===== src/rtl/cpu_pkg.sv =====
// Shared types and constants for the core front end.
package cpu_pkg;

    localparam int ADDR_W  = 64;
    localparam int INSN_W  = 32;
    localparam int PC_INCR = 4;

    // One fetched instruction together with the address it came from.
    typedef struct packed {
        logic [ADDR_W-1:0] pc;
        logic [INSN_W-1:0] instruction;
    } fetch_entry_t;

endpackage


===== src/rtl/fetch_unit_if.sv =====
// Bus bundle of the fetch unit: imem request/response, redirect from execute
// and the decode handshake.
//
// Handshake rule for both valid/ready channels (imem request, decode):
// a transfer happens on a rising clock edge where valid and ready are both 1.
// The sender keeps valid and its payload stable until the transfer, except
// that the fetch unit may drop or retarget its imem request on a redirect
// cycle. The imem response channel has no ready: a valid response is always
// taken, and responses come back in request order.
interface fetch_unit_if;
    import cpu_pkg::*;

    logic              imem_req_valid;
    logic              imem_req_ready;
    logic [ADDR_W-1:0] imem_req_addr;
    logic              imem_rsp_valid;
    logic [INSN_W-1:0] imem_rsp_data;
    logic              redirect_valid;
    logic [ADDR_W-1:0] redirect_pc;
    logic              dec_valid;
    logic              dec_ready;
    logic [ADDR_W-1:0] dec_pc;
    logic [INSN_W-1:0] dec_instruction;

    // Fetch unit side.
    modport master (
        output imem_req_valid,
        input  imem_req_ready,
        output imem_req_addr,
        input  imem_rsp_valid,
        input  imem_rsp_data,
        input  redirect_valid,
        input  redirect_pc,
        output dec_valid,
        input  dec_ready,
        output dec_pc,
        output dec_instruction
    );

    // Environment side: instruction memory, execute and decode.
    modport slave (
        input  imem_req_valid,
        output imem_req_ready,
        input  imem_req_addr,
        output imem_rsp_valid,
        output imem_rsp_data,
        output redirect_valid,
        output redirect_pc,
        input  dec_valid,
        output dec_ready,
        input  dec_pc,
        input  dec_instruction
    );

endinterface


===== src/rtl/fetch_queue.sv =====
// Small synchronous FIFO of fetched instructions. Flush wins over push and
// pop on the same edge. The head is read straight out of the storage
// registers, so a pushed entry becomes visible one cycle after the push.
module fetch_queue
    import cpu_pkg::*;
#(
    parameter int DEPTH = 4,
    localparam int PTR_W = $clog2(DEPTH),
    localparam int CNT_W = $clog2(DEPTH + 1)
) (
    input  logic             clock,
    input  logic             reset_n,
    input  logic             push,
    input  logic             pop,
    input  logic             flush,
    input  fetch_entry_t     push_entry,
    output fetch_entry_t     head,
    output logic             full,
    output logic             empty,
    output logic [CNT_W-1:0] count
);

    fetch_entry_t     mem [DEPTH];
    logic [PTR_W-1:0] wr_ptr;
    logic [PTR_W-1:0] rd_ptr;
    logic             do_push;
    logic             do_pop;

    assign full    = (count == CNT_W'(DEPTH));
    assign empty   = (count == '0);
    assign do_push = push && !full && !flush;
    assign do_pop  = pop && !empty && !flush;
    assign head    = mem[rd_ptr];

    // Pointers and occupancy; DEPTH is a power of two so pointers wrap freely.
    always_ff @(posedge clock or negedge reset_n) begin
        if (!reset_n) begin
            wr_ptr <= '0;
            rd_ptr <= '0;
            count  <= '0;
        end else if (flush) begin
            wr_ptr <= '0;
            rd_ptr <= '0;
            count  <= '0;
        end else begin
            if (do_push) begin
                wr_ptr <= wr_ptr + PTR_W'(1);
            end
            if (do_pop) begin
                rd_ptr <= rd_ptr + PTR_W'(1);
            end
            case ({do_push, do_pop})
                2'b10:   count <= count + CNT_W'(1);
                2'b01:   count <= count - CNT_W'(1);
                default: count <= count;
            endcase
        end
    end

    // Entry storage; cleared on reset so the head reads as zero out of reset.
    always_ff @(posedge clock or negedge reset_n) begin
        if (!reset_n) begin
            for (int i = 0; i < DEPTH; i++) begin
                mem[i] <= '0;
            end
        end else if (do_push) begin
            mem[wr_ptr] <= push_entry;
        end
    end

endmodule


===== src/rtl/fetch_unit.sv =====
// Instruction fetch front end: generates the PC, issues word fetches to
// instruction memory, queues in-order responses and hands {pc, instruction}
// to decode. A redirect from execute flushes the queue and marks every
// still-unanswered request as stale so its response is dropped.
module fetch_unit
    import cpu_pkg::*;
#(
    parameter int                DEPTH           = 4,
    parameter int                MAX_OUTSTANDING = 2,
    parameter logic [ADDR_W-1:0] RESET_PC        = '0
) (
    input logic          clock,
    input logic          reset_n,
    fetch_unit_if.master bus
);

    localparam int IF_W  = $clog2(MAX_OUTSTANDING + 1);
    localparam int CNT_W = $clog2(DEPTH + 1);

    logic [ADDR_W-1:0] fetch_pc;
    logic [ADDR_W-1:0] rsp_pc;
    logic [IF_W-1:0]   inflight;
    logic [IF_W-1:0]   inflight_next;
    logic [IF_W-1:0]   drop;
    logic [IF_W-1:0]   live;
    logic              req_valid;
    logic              req_fire;

    logic              q_push;
    logic              q_pop;
    logic              q_flush;
    logic              q_full;
    logic              q_empty;
    logic [CNT_W-1:0]  q_count;
    fetch_entry_t      q_in;
    fetch_entry_t      q_head;

    // Requests still owed a response that will actually land in the queue.
    assign live = inflight - drop;

    // Issue only if the queue is guaranteed room for every live response.
    // Gated by reset_n so the request drops the moment reset is asserted.
    always_comb begin
        req_valid = 1'b0;
        if (reset_n && !bus.redirect_valid && !q_full
            && (inflight < IF_W'(MAX_OUTSTANDING))
            && ((32'(q_count) + 32'(live)) < 32'(DEPTH))) begin
            req_valid = 1'b1;
        end
    end

    assign req_fire           = req_valid && bus.imem_req_ready;
    assign bus.imem_req_valid = req_valid;
    assign bus.imem_req_addr  = fetch_pc;

    // Outstanding count after this edge: one more per accepted request,
    // one less per response (stale or not).
    always_comb begin
        inflight_next = inflight;
        case ({req_fire, bus.imem_rsp_valid})
            2'b10:   inflight_next = inflight + IF_W'(1);
            2'b01:   inflight_next = inflight - IF_W'(1);
            default: inflight_next = inflight;
        endcase
    end

    // Fresh responses go to the queue; stale ones and redirect-cycle ones do not.
    assign q_push  = bus.imem_rsp_valid && (drop == '0) && !bus.redirect_valid;
    assign q_pop   = bus.dec_valid && bus.dec_ready;
    assign q_flush = bus.redirect_valid;
    assign q_in    = '{pc: rsp_pc, instruction: bus.imem_rsp_data};

    // PC, response PC and credit bookkeeping; redirect overrides everything.
    always_ff @(posedge clock or negedge reset_n) begin
        if (!reset_n) begin
            fetch_pc <= RESET_PC;
            rsp_pc   <= RESET_PC;
            inflight <= '0;
            drop     <= '0;
        end else begin
            inflight <= inflight_next;
            if (bus.redirect_valid) begin
                fetch_pc <= bus.redirect_pc;
                rsp_pc   <= bus.redirect_pc;
                drop     <= inflight_next;
            end else begin
                if (req_fire) begin
                    fetch_pc <= fetch_pc + ADDR_W'(PC_INCR);
                end
                if (bus.imem_rsp_valid) begin
                    if (drop != '0) begin
                        drop <= drop - IF_W'(1);
                    end else begin
                        rsp_pc <= rsp_pc + ADDR_W'(PC_INCR);
                    end
                end
            end
        end
    end

    fetch_queue #(
        .DEPTH(DEPTH)
    ) u_queue (
        .clock     (clock),
        .reset_n   (reset_n),
        .push      (q_push),
        .pop       (q_pop),
        .flush     (q_flush),
        .push_entry(q_in),
        .head      (q_head),
        .full      (q_full),
        .empty     (q_empty),
        .count     (q_count)
    );

    assign bus.dec_valid       = !q_empty;
    assign bus.dec_pc          = q_head.pc;
    assign bus.dec_instruction = q_head.instruction;

endmodule


===== src/flat_wrapper.sv =====
// flat-port wrapper written by rule: the top's interface ports become plain ports
module fetch_unit_flat import cpu_pkg::*;
#(
    parameter int                DEPTH           = 4,
    parameter int                MAX_OUTSTANDING = 2,
    parameter logic [ADDR_W-1:0] RESET_PC        = '0
)
  (clock, reset_n, bus_imem_req_valid, bus_imem_req_ready, bus_imem_req_addr, bus_imem_rsp_valid, bus_imem_rsp_data, bus_redirect_valid, bus_redirect_pc, bus_dec_valid, bus_dec_ready, bus_dec_pc, bus_dec_instruction);
  fetch_unit_if bus_i ();
  input logic clock;
  input logic reset_n;
  output wire logic [$bits(bus_i.imem_req_valid)-1:0] bus_imem_req_valid;
  input wire logic [$bits(bus_i.imem_req_ready)-1:0] bus_imem_req_ready;
  output wire logic [$bits(bus_i.imem_req_addr)-1:0] bus_imem_req_addr;
  input wire logic [$bits(bus_i.imem_rsp_valid)-1:0] bus_imem_rsp_valid;
  input wire logic [$bits(bus_i.imem_rsp_data)-1:0] bus_imem_rsp_data;
  input wire logic [$bits(bus_i.redirect_valid)-1:0] bus_redirect_valid;
  input wire logic [$bits(bus_i.redirect_pc)-1:0] bus_redirect_pc;
  output wire logic [$bits(bus_i.dec_valid)-1:0] bus_dec_valid;
  input wire logic [$bits(bus_i.dec_ready)-1:0] bus_dec_ready;
  output wire logic [$bits(bus_i.dec_pc)-1:0] bus_dec_pc;
  output wire logic [$bits(bus_i.dec_instruction)-1:0] bus_dec_instruction;
  assign bus_imem_req_valid = bus_i.imem_req_valid;
  assign bus_i.imem_req_ready = bus_imem_req_ready;
  assign bus_imem_req_addr = bus_i.imem_req_addr;
  assign bus_i.imem_rsp_valid = bus_imem_rsp_valid;
  assign bus_i.imem_rsp_data = bus_imem_rsp_data;
  assign bus_i.redirect_valid = bus_redirect_valid;
  assign bus_i.redirect_pc = bus_redirect_pc;
  assign bus_dec_valid = bus_i.dec_valid;
  assign bus_i.dec_ready = bus_dec_ready;
  assign bus_dec_pc = bus_i.dec_pc;
  assign bus_dec_instruction = bus_i.dec_instruction;
  fetch_unit #(.DEPTH(DEPTH), .MAX_OUTSTANDING(MAX_OUTSTANDING), .RESET_PC(RESET_PC)) u_core (.clock(clock), .reset_n(reset_n), .bus(bus_i));
endmodule

===== config.mk =====
export PLATFORM = sky130hd
export DESIGN_NAME = fetch_unit_flat
export DESIGN_NICKNAME = d
export VERILOG_FILES = /design/src/rtl/cpu_pkg.sv /design/src/rtl/fetch_unit_if.sv /design/src/rtl/fetch_queue.sv /design/src/rtl/fetch_unit.sv /design/src/flat_wrapper.sv
export SDC_FILE = /design/constraint.sdc
export NUM_CORES = 1
export LEC_CHECK = 0
export BUFFER_PORTS_ARGS = -buffer_cell sky130_fd_sc_hd__buf_2
export CAP_MARGIN = 20
export CORE_MARGIN = 4
export CORE_UTILIZATION = 25
export CTS_BUF_LIST = sky130_fd_sc_hd__clkbuf_8 sky130_fd_sc_hd__clkbuf_16
export CTS_CLUSTER_SIZE = 28
export DETAILED_ROUTE_END_ITERATION = 8
export GPL_ROUTABILITY_DRIVEN = 0
export PLACE_DENSITY_LB_ADDON = 0.1
export SETUP_SLACK_MARGIN = 0.1
export SLEW_MARGIN = 20
export SYNTH_ARGS = -nofsm -noshare
export SYNTH_HDL_FRONTEND = slang
export SYNTH_SLANG_ARGS = --single-unit

===== constraint.sdc =====
create_clock -name clock -period 4 [get_ports clock]
set_input_delay 0.4 -clock clock [delete_from_list [all_inputs] [get_ports clock]]
set_output_delay 0.4 -clock clock [all_outputs]
set_load 0.05 [all_outputs]

==> summary.md, run 1 <==
| Metric | Value |
|---|---|
| Status | `finished, final reports clean` |
| Layout cells sized above 1 | `41.7%` |
| Core Rows | `114` |
| Crit path time final | `3.04 ns` |
| Internal Power | `13.2 mW` |
| Largest net degree at the start of global routing | `149` |
| Synth cell types | `52` |
| Final wirelength | `82400 microns` |
| RSZ-0062 raised after global routing | `false` |
| Sequential fraction of the synthesis area | `53.6%` |
| Synthesis-stage register bit count | `523` |
| Synth Warn # | `0` |
| Grt ovf | `0` |
| Max Cap Viol | `0` |
| Final worst path period share | `76.1%` |
| Worst R2R Start | `u_core.inflight[0]$_DFF_PN0_` |
| Antenna viol nets, final | `0` |
| Via density per instance | `4.85` |
| Core Area | `0.0967 sq mm` |
| Clock root buffer | `clkbuf_16` |
| Hold Crit Depth | `3` |
| Worst-case vdd ir drop | `0.424 mV` |
| R2R depth | `13` |
| DPL Wire Length | `56700 microns` |
| Die Y | `320 microns` |
| Via count | `16800` |
| Clock skew | `0.0295 ns` |
| Hold Path Class | `input pin to register` |
| Area Overhead vs Synth | `21.7%` |
| Worst-Margin Slew | `1.11 ns` |
| Setup ws final | `0.955 ns` |
| Critical path launch point type | `register` |
| Die W | `320 microns` |
| Longest Clk Path Bufs | `3` |
| NumNets Final | `2247` |
| DR iter-0 viols | `963` |
| Seq pwr share | `35.7%` |
| Post-Syn Nets | `1986` |
| Pre-CTS WS | `0.964 ns` |
| DRT Pass-1 Iters | `5` |
| Reg-to-reg slack, setup | `0.96 ns` |
| Worst setup EP type | `register` |
| First-pass GRT wire length | `123000 microns` |
| Most used DFF post-synth | `dfrtp_1` |
| Clk pin slew, worst setup/hold paths | `0.06 ns` |
| Total CTS buffers | `68` |
| Leakage power | `13.3 nW` |
| PortBufs | `263` |
| Clock power frac | `27.9%` |
| Final setup TNS | `0 ns` |
| Slew Limit Fails | `0` |
| Final hold violation count | `0` |
| R2r endpoint | `u_core.bus.imem_req_addr[15]$_DFFE_PN0P_` |
| Sw Pwr | `8.34 mW` |
| Initial Utilization | `25.2%` |
| FFs w/ async S/R, synth | `100%` |
| Syn_area_per_cell | `13.0 sq um` |
| Endpoint, Worst Hold | `u_core.rsp_pc[29]$_DFFE_PN0P_` |
| Gate power share | `36.5%` |
| P per Cell Area | `725 mW/mm^2` |
| Skew-Pair Late Insertion Delay | `0.62 ns` |
| Relative slew slack | `26.2%` |
| H-tree Lvls | `3` |
| Overall power | `21.5 mW` |
| Crit Path Max Fanout | `26` |
| Finish-stage setup viols | `0` |
| Worst hold start | `bus_redirect_pc[29]` |
| Die area | `0.103 sq mm` |
| Initial antenna violation count | `9` |
| Critical path class | `register to register` |
| Post-CTS sizing | `0` |
| Clk sink count | `523` |
| Netlist Area Pre-Place | `0.0244 sq mm` |
| DRC Markers | `0` |
| WP data arrival | `3.55 ns` |
| I/O pins | `264` |
| Switching Fraction | `38.8%` |
| DR WL/cell | `23.8 microns` |
| Number of synthesized flops with an enable pin | `0` |
| GRT Total Usage | `16.0%` |
| Critical Path RT | `4.51 ns` |
| Max Fclk | `328 MHz` |
| Clock tree from TritonCTS | `done` |
| Vias in the first global route | `17800` |
| Gate Count Post-Synth | `1873` |
metal layers:
metal	vias up	wire [microns]	global-route usage [%]	part of all wire, %
li1	7435	-	-	-
met1	8792	38700	22.6	47
met2	463	36400	24.3	44
met3	101	5310	4.12	6.4
met4	4	2060	4.74	2.5
met5	-	23	0	0.028
area by class of cell:
| class | count | area [sq um] |
|---|---|---|
| Antenna cell | 2 | 5.00 |
| Clock buffer | 81 | 1900 |
| Clock inverter | 37 | 268 |
| Fill cell | 9860 | 67000 |
| Inverter | 21 | 78.8 |
| Multi-Input combinational cell | 1203 | 10800 |
| Sequential cell | 523 | 13100 |
| Tap cell | 1276 | 1600 |
| Timing Repair Buffer | 317 | 1950 |
synth_stat cells, types with 29 or more instances:
| cell | number | area (sq um) |
|---|---|---|
| dfrtp_1 | 523 | 13100 |
| mux2_2 | 388 | 4370 |
| nand2_1 | 144 | 541 |
| clkbuf_1 | 104 | 390 |
| mux4_2 | 96 | 2160 |
| o21ai_0 | 92 | 460 |
| nand3_1 | 73 | 365 |
| nor2_1 | 64 | 240 |
| nand4_1 | 50 | 313 |
| xor2_1 | 41 | 359 |
| xnor2_1 | 37 | 324 |
| and3_1 | 29 | 181 |
critical path, stage by stage, from the launching register on:
cell and delay (ns):
dfrtp_1 0.40, inv_1 0.06, ha_1 0.18, xnor2_1 0.13
xnor2_1 0.13, ha_1 0.17, nor4_1 0.21, and4_1 0.24
buf_4 0.21, inv_2 0.23, nor2_1 0.39, nand4_1 0.16
xnor2_1 0.14, mux2_2 0.26
logic make-up after synthesis:
group                    after synthesis  synth area share [%]
AO/OA/AOI/OAI                        186                  4.66
XOR/XNOR                              78                  2.80
adder cells (fa/ha/maj)               11                 0.595
buffers and inverters                147                  2.32
flip-flops                           523                  53.6
multiplexers                         489                  27.0
AND/OR/NAND/NOR                      439                  9.00
how the worst max path moves through the flow:
| stage | depth (start not counted) | end | from | slack, ns |
|---|---|---|---|---|
| global route | 13 | u_core.bus.imem_req_addr[15]$_DFFE_PN0P_ | u_core.inflight[0]$_DFF_PN0_ | 0.60 |
| CTS | 3 | bus_dec_pc[56] | u_core.u_queue.rd_ptr[0]$_DFFE_PN0P_ | 0.81 |
| floorplan | 15 | u_core.drop[1]$_DFFE_PN0P_ | u_core.inflight[0]$_DFF_PN0_ | 1.12 |
| finish | 13 | u_core.bus.imem_req_addr[15]$_DFFE_PN0P_ | u_core.inflight[0]$_DFF_PN0_ | 0.96 |
| global placement | 13 | u_core.bus.imem_req_addr[38]$_DFFE_PN0P_ | u_core.inflight[0]$_DFF_PN0_ | 0.97 |
| detailed placement | 8 | u_core.rsp_pc[57]$_DFFE_PN0P_ | u_core.drop[0]$_DFFE_PN0P_ | 0.96 |
stage by stage:
| stage | cells | hold slack, ns | util, % | cell area (sq um) |
|---|---|---|---|---|
| floorplan | 1873 | 0.104 | - | 24400 |
| global placement | 3328 | 0.311 | 28.3 | 27400 |
| detailed placement | 3328 | 0.316 | 28.3 | 27400 |
| CTS | 3458 | 0.000634 | 30.7 | 29700 |
| global route | 3458 | 0.0316 | 30.7 | 29700 |
| finish | 3460 | 0.0530 | 30.7 | 29700 |
layout by cell type, fill, tap and decap left out, types with 29 or more instances in the layout:
master and count:
and3_1 29, buf_2 261, clkbuf_16 70, dfrtp_1 521
inv_1 39, mux2_2 388, mux4_2 96, nand2_1 140
nand3_1 73, nand4_1 50, nor2_1 63, o21ai_0 92
xnor2_1 37, xor2_1 41
power by group through the flow:
stage / combinational (mW) / clock (mW) / sequential, mW
after detailed placement: 8.01 / 0 / 7.77
final: 7.84 / 5.99 / 7.67
after floorplan: 5.88 / 0 / 7.57
after CTS: 8.03 / 6.26 / 7.68
after global routing: 8.34 / 6.46 / 7.87
after global placement: 7.93 / 0 / 7.69
registers in the layout, indices dropped and copies added, names as in the netlist:
signal,flops
u_core.drop,2
u_core.bus.imem_req_addr,64
u_core.u_queue.mem,384
u_core.u_queue.wr_ptr,2
u_core.inflight,2
u_core.u_queue.rd_ptr,2
u_core.rsp_pc,64
u_core.u_queue.count,3
what timing repair did:
| item | 4_1_cts | 5_1_grt |
|---|---|---|
| setup buffers | 0 | 0 |
| hold buffers | 12 | 0 |
| endpoints found under the hold margin | 46 | 0 |
No activity file was read; power rests on OpenSTA's default activity.
==> run 2, diff against run 1 <==
==> constraint.sdc (replaced) <==
create_clock -name clock -period 3 [get_ports clock]
set_input_delay 0.3 -clock clock [delete_from_list [all_inputs] [get_ports clock]]
set_output_delay 0.3 -clock clock [all_outputs]
set_load 0.05 [all_outputs]
==> run 2 against run 1 <==
Compared with the run above:
- worst hold slack got worse by 0.012 ns
- worst setup slack got worse by 0.70 ns
- combinational power is 36% higher
- total power rose by 34%
- first-iteration DRC count is 18% lower
==> summary.md, run 2 (synthesis gave the netlist of run 1 again) <==
| Metric | Value |
|---|---|
| Status | `finished, final reports clean (unchanged)` |
| Layout cells sized above 1 | `41.7% (about the same)` |
| Critical path launch point type | `register (unchanged)` |
| Layout Utilization | `31.8% (was 30.7%)` |
| Clock tree from TritonCTS | `done (unchanged)` |
| CP Buf/Inv Count | `2 (was 3)` |
| Worst-Margin Slew | `0.979 ns (was 1.11 ns)` |
| Slew Limit Fails | `0 (unchanged)` |
| I/O pins | `264 (unchanged)` |
| DRC Markers | `0 (unchanged)` |
| Longest Clk Path Bufs | `3 (unchanged)` |
| Area of the multi-input gates | `0.0108 sq mm (about the same)` |
| PortBufs | `263 (unchanged)` |
| Reg area | `0.0131 sq mm (unchanged)` |
| Leakage power | `13.8 nW (was 13.3 nW)` |
| Total CTS buffers | `69 (was 68)` |
| Core Rows | `114 (unchanged)` |
| Clk pin slew, worst setup/hold paths | `0.06 ns (about the same)` |
| Core Area | `0.0967 sq mm (unchanged)` |
| Antenna viol nets, final | `0 (unchanged)` |
| Clk sink count | `523 (unchanged)` |
| Sw Pwr | `11.1 mW (was 8.34 mW)` |
| Critical path class | `register to output port (was register to register)` |
| Finished Layout Cells | `3571 (was 3460)` |
| Finish-stage setup viols | `0 (unchanged)` |
| Die area | `0.103 sq mm (unchanged)` |
| Seq pwr share | `35.2% (was 35.7%)` |
| Via count | `17100 (was 16800)` |
| Skew-Pair Late Insertion Delay | `0.61 ns (was 0.62 ns)` |
| Relative slew slack | `34.7% (was 26.2%)` |
| Final wirelength | `83200 microns (was 82400 microns)` |
| Most frequent cells in the layout | `521 x dfrtp_1, 388 x mux2_2, 261 x buf_2, 140 x nand2_1, 96 x mux4_2 (unchanged)` |
| Reg-to-reg slack, setup | `0.34 ns (was 0.96 ns)` |
| DPL Wire Length | `57200 microns (was 56700 microns)` |
| First-pass GRT wire length | `125000 microns (was 123000 microns)` |
| Grt ovf | `0 (unchanged)` |
| Largest net degree at the start of global routing | `155 (was 149)` |
| GRT Total Usage | `16.1% (was 16.0%)` |
| DRT Pass-1 Iters | `5 (unchanged)` |
| Crit path time final | `2.74 ns` |
| DR WL/cell | `23.3 microns (was 23.8 microns)` |
| Die W | `320 microns (unchanged)` |
| Max Cap Viol | `0 (unchanged)` |
| Worst path slowest cell | `mux4_2 (was dfrtp_1)` |
| Via density per instance | `4.78 (was 4.85)` |
| Switching Fraction | `38.6% (was 38.8%)` |
| Worst path top cell family by delay | `multiplexers (was simple AND/OR/NAND/NOR gates)` |
| P per Cell Area | `939 mW/mm^2 (was 725 mW/mm^2)` |
| Commonest non-fill, non-tap cell in the layout | `dfrtp_1 (unchanged)` |
| Gate power share | `37.2% (was 36.5%)` |
| Crit-path max cell delay | `0.63 ns (was 0.40 ns)` |
| Fillers | `9782 (was 9860)` |
| Final worst path period share | `91.5%` |
| WP data arrival | `2.44 ns (was 3.55 ns)` |
| Worst setup EP type | `output port (was register)` |
| Pre-CTS WS | `0.0635 ns (was 0.964 ns)` |
| Placed Cells | `3364 (was 3328)` |
| Vias in the first global route | `18200 (was 17800)` |
| Final setup TNS | `0 ns (unchanged)` |
| Die Y | `320 microns (unchanged)` |
| Largest Register | `u_core.u_queue.mem (unchanged)` |
| Crit path cell chain | `buf_4 -> mux4_2 -> buf_2 (was inv_1 -> ha_1 -> xnor2_1 -> xnor2_1 -> ha_1 -> nor4_1 -> and4_1 -> buf_4 -> inv_2 -> nor2_1 -> nand4_1 -> xnor2_1 -> mux2_2)` |
| Crit Path Max Fanout | `13 (was 26)` |
| Critical Path RT | `2.70 ns (was 4.51 ns)` |
| RSZ-0062 raised after global routing | `false (unchanged)` |
| Setup ws final | `0.255 ns (was 0.955 ns)` |
| DR iter-0 viols | `789 (was 963)` |
| Initial Utilization | `25.2% (unchanged)` |
| Max FFs per register | `384 (unchanged)` |
| Clock root buffer | `clkbuf_16 (unchanged)` |
| Clock skew | `0.0219 ns (was 0.0295 ns)` |
| Hold Path Class | `input pin to register (unchanged)` |
| Final hold violation count | `0 (unchanged)` |
| Area Overhead vs Synth | `25.9% (was 21.7%)` |
| NumNets Final | `2356 (was 2247)` |
| Clock power frac | `27.5% (was 27.9%)` |
| H-tree Lvls | `3 (unchanged)` |
| Overall power | `28.8 mW (was 21.5 mW)` |
| Initial antenna violation count | `6 (was 9)` |
| Internal Power | `17.7 mW (was 13.2 mW)` |
| Max Fclk | `364 MHz` |
| Worst-case vdd ir drop | `0.474 mV (was 0.424 mV)` |
## run 2: layout make-up
cell class,instances,share of cell area [%]
Timing Repair Buffer,425,9.62
Multi-Input combinational cell,1203,35.2
Sequential cell,523,42.6
Inverter,21,0.257
Antenna cell,5,0.0407
Clock inverter,33,0.644
Tap cell,1276,5.20
Clock buffer,85,6.45
## run 2: worst min-delay path: cells and delay by family
kind / cells / cell delay [ns]
simple gates: 2 / 0.21
buf+inv: 1 / 0.10
## run 2: stage by stage
stage               hold WS, ns  instance area, sq um
floorplan               0.00441                 24400
global placement          0.426                 27700
detailed placement        0.435                 27700
CTS                    0.000111                 30700
global route            0.00237                 30700
finish                   0.0411                 30700
## run 2: what timing repair did
| item | 4_1_cts | 5_1_grt |
|---|---|---|
| endpoints found under the setup margin | 13 | 29 |
| pin swaps | 0 | 1 |
| resized for setup | 2 | 4 |
| setup buffers | 0 | 3 |
| endpoints found under the hold margin | 297 | 0 |
| hold buffers | 81 | 0 |
## run 2: power by group through the flow
stage          Clock (mW)  Combinational, mW  Sequential [mW]
5_1_grt              8.58               11.5             10.4
2_1_floorplan           0               7.84             10.1
3_3_place_gp            0               10.8             10.2
4_1_cts              8.33               11.0             10.2
3_5_place_dp            0               10.9             10.3
6_report             7.95               10.7             10.2
## run 2: final timing paths
path,startpoint,to,depth (start not counted)
setup / recovery,u_core.u_queue.rd_ptr[0]$_DFFE_PN0P_,bus_dec_pc[31],3
max in group asynchronous,reset_n,u_core.bus.imem_req_addr[47]$_DFFE_PN0P_,4
hold reg to reg,u_core.u_queue.mem[368]$_DFFE_PN0P_,u_core.u_queue.mem[368]$_DFFE_PN0P_,2
hold / removal,bus_redirect_pc[21],u_core.bus.imem_req_addr[21]$_DFFE_PN0P_,3
min in group asynchronous,reset_n,u_core.rsp_pc[8]$_DFFE_PN0P_,3
setup reg to reg,u_core.inflight[0]$_DFF_PN0_,u_core.bus.imem_req_addr[15]$_DFFE_PN0P_,14
## run 2: layer usage
layer,global-route usage [%],routed length [microns]
met3,3.97,4580
met5,0,0
met4,3.89,1720
met1,22.7,39300
met2,25.1,37600
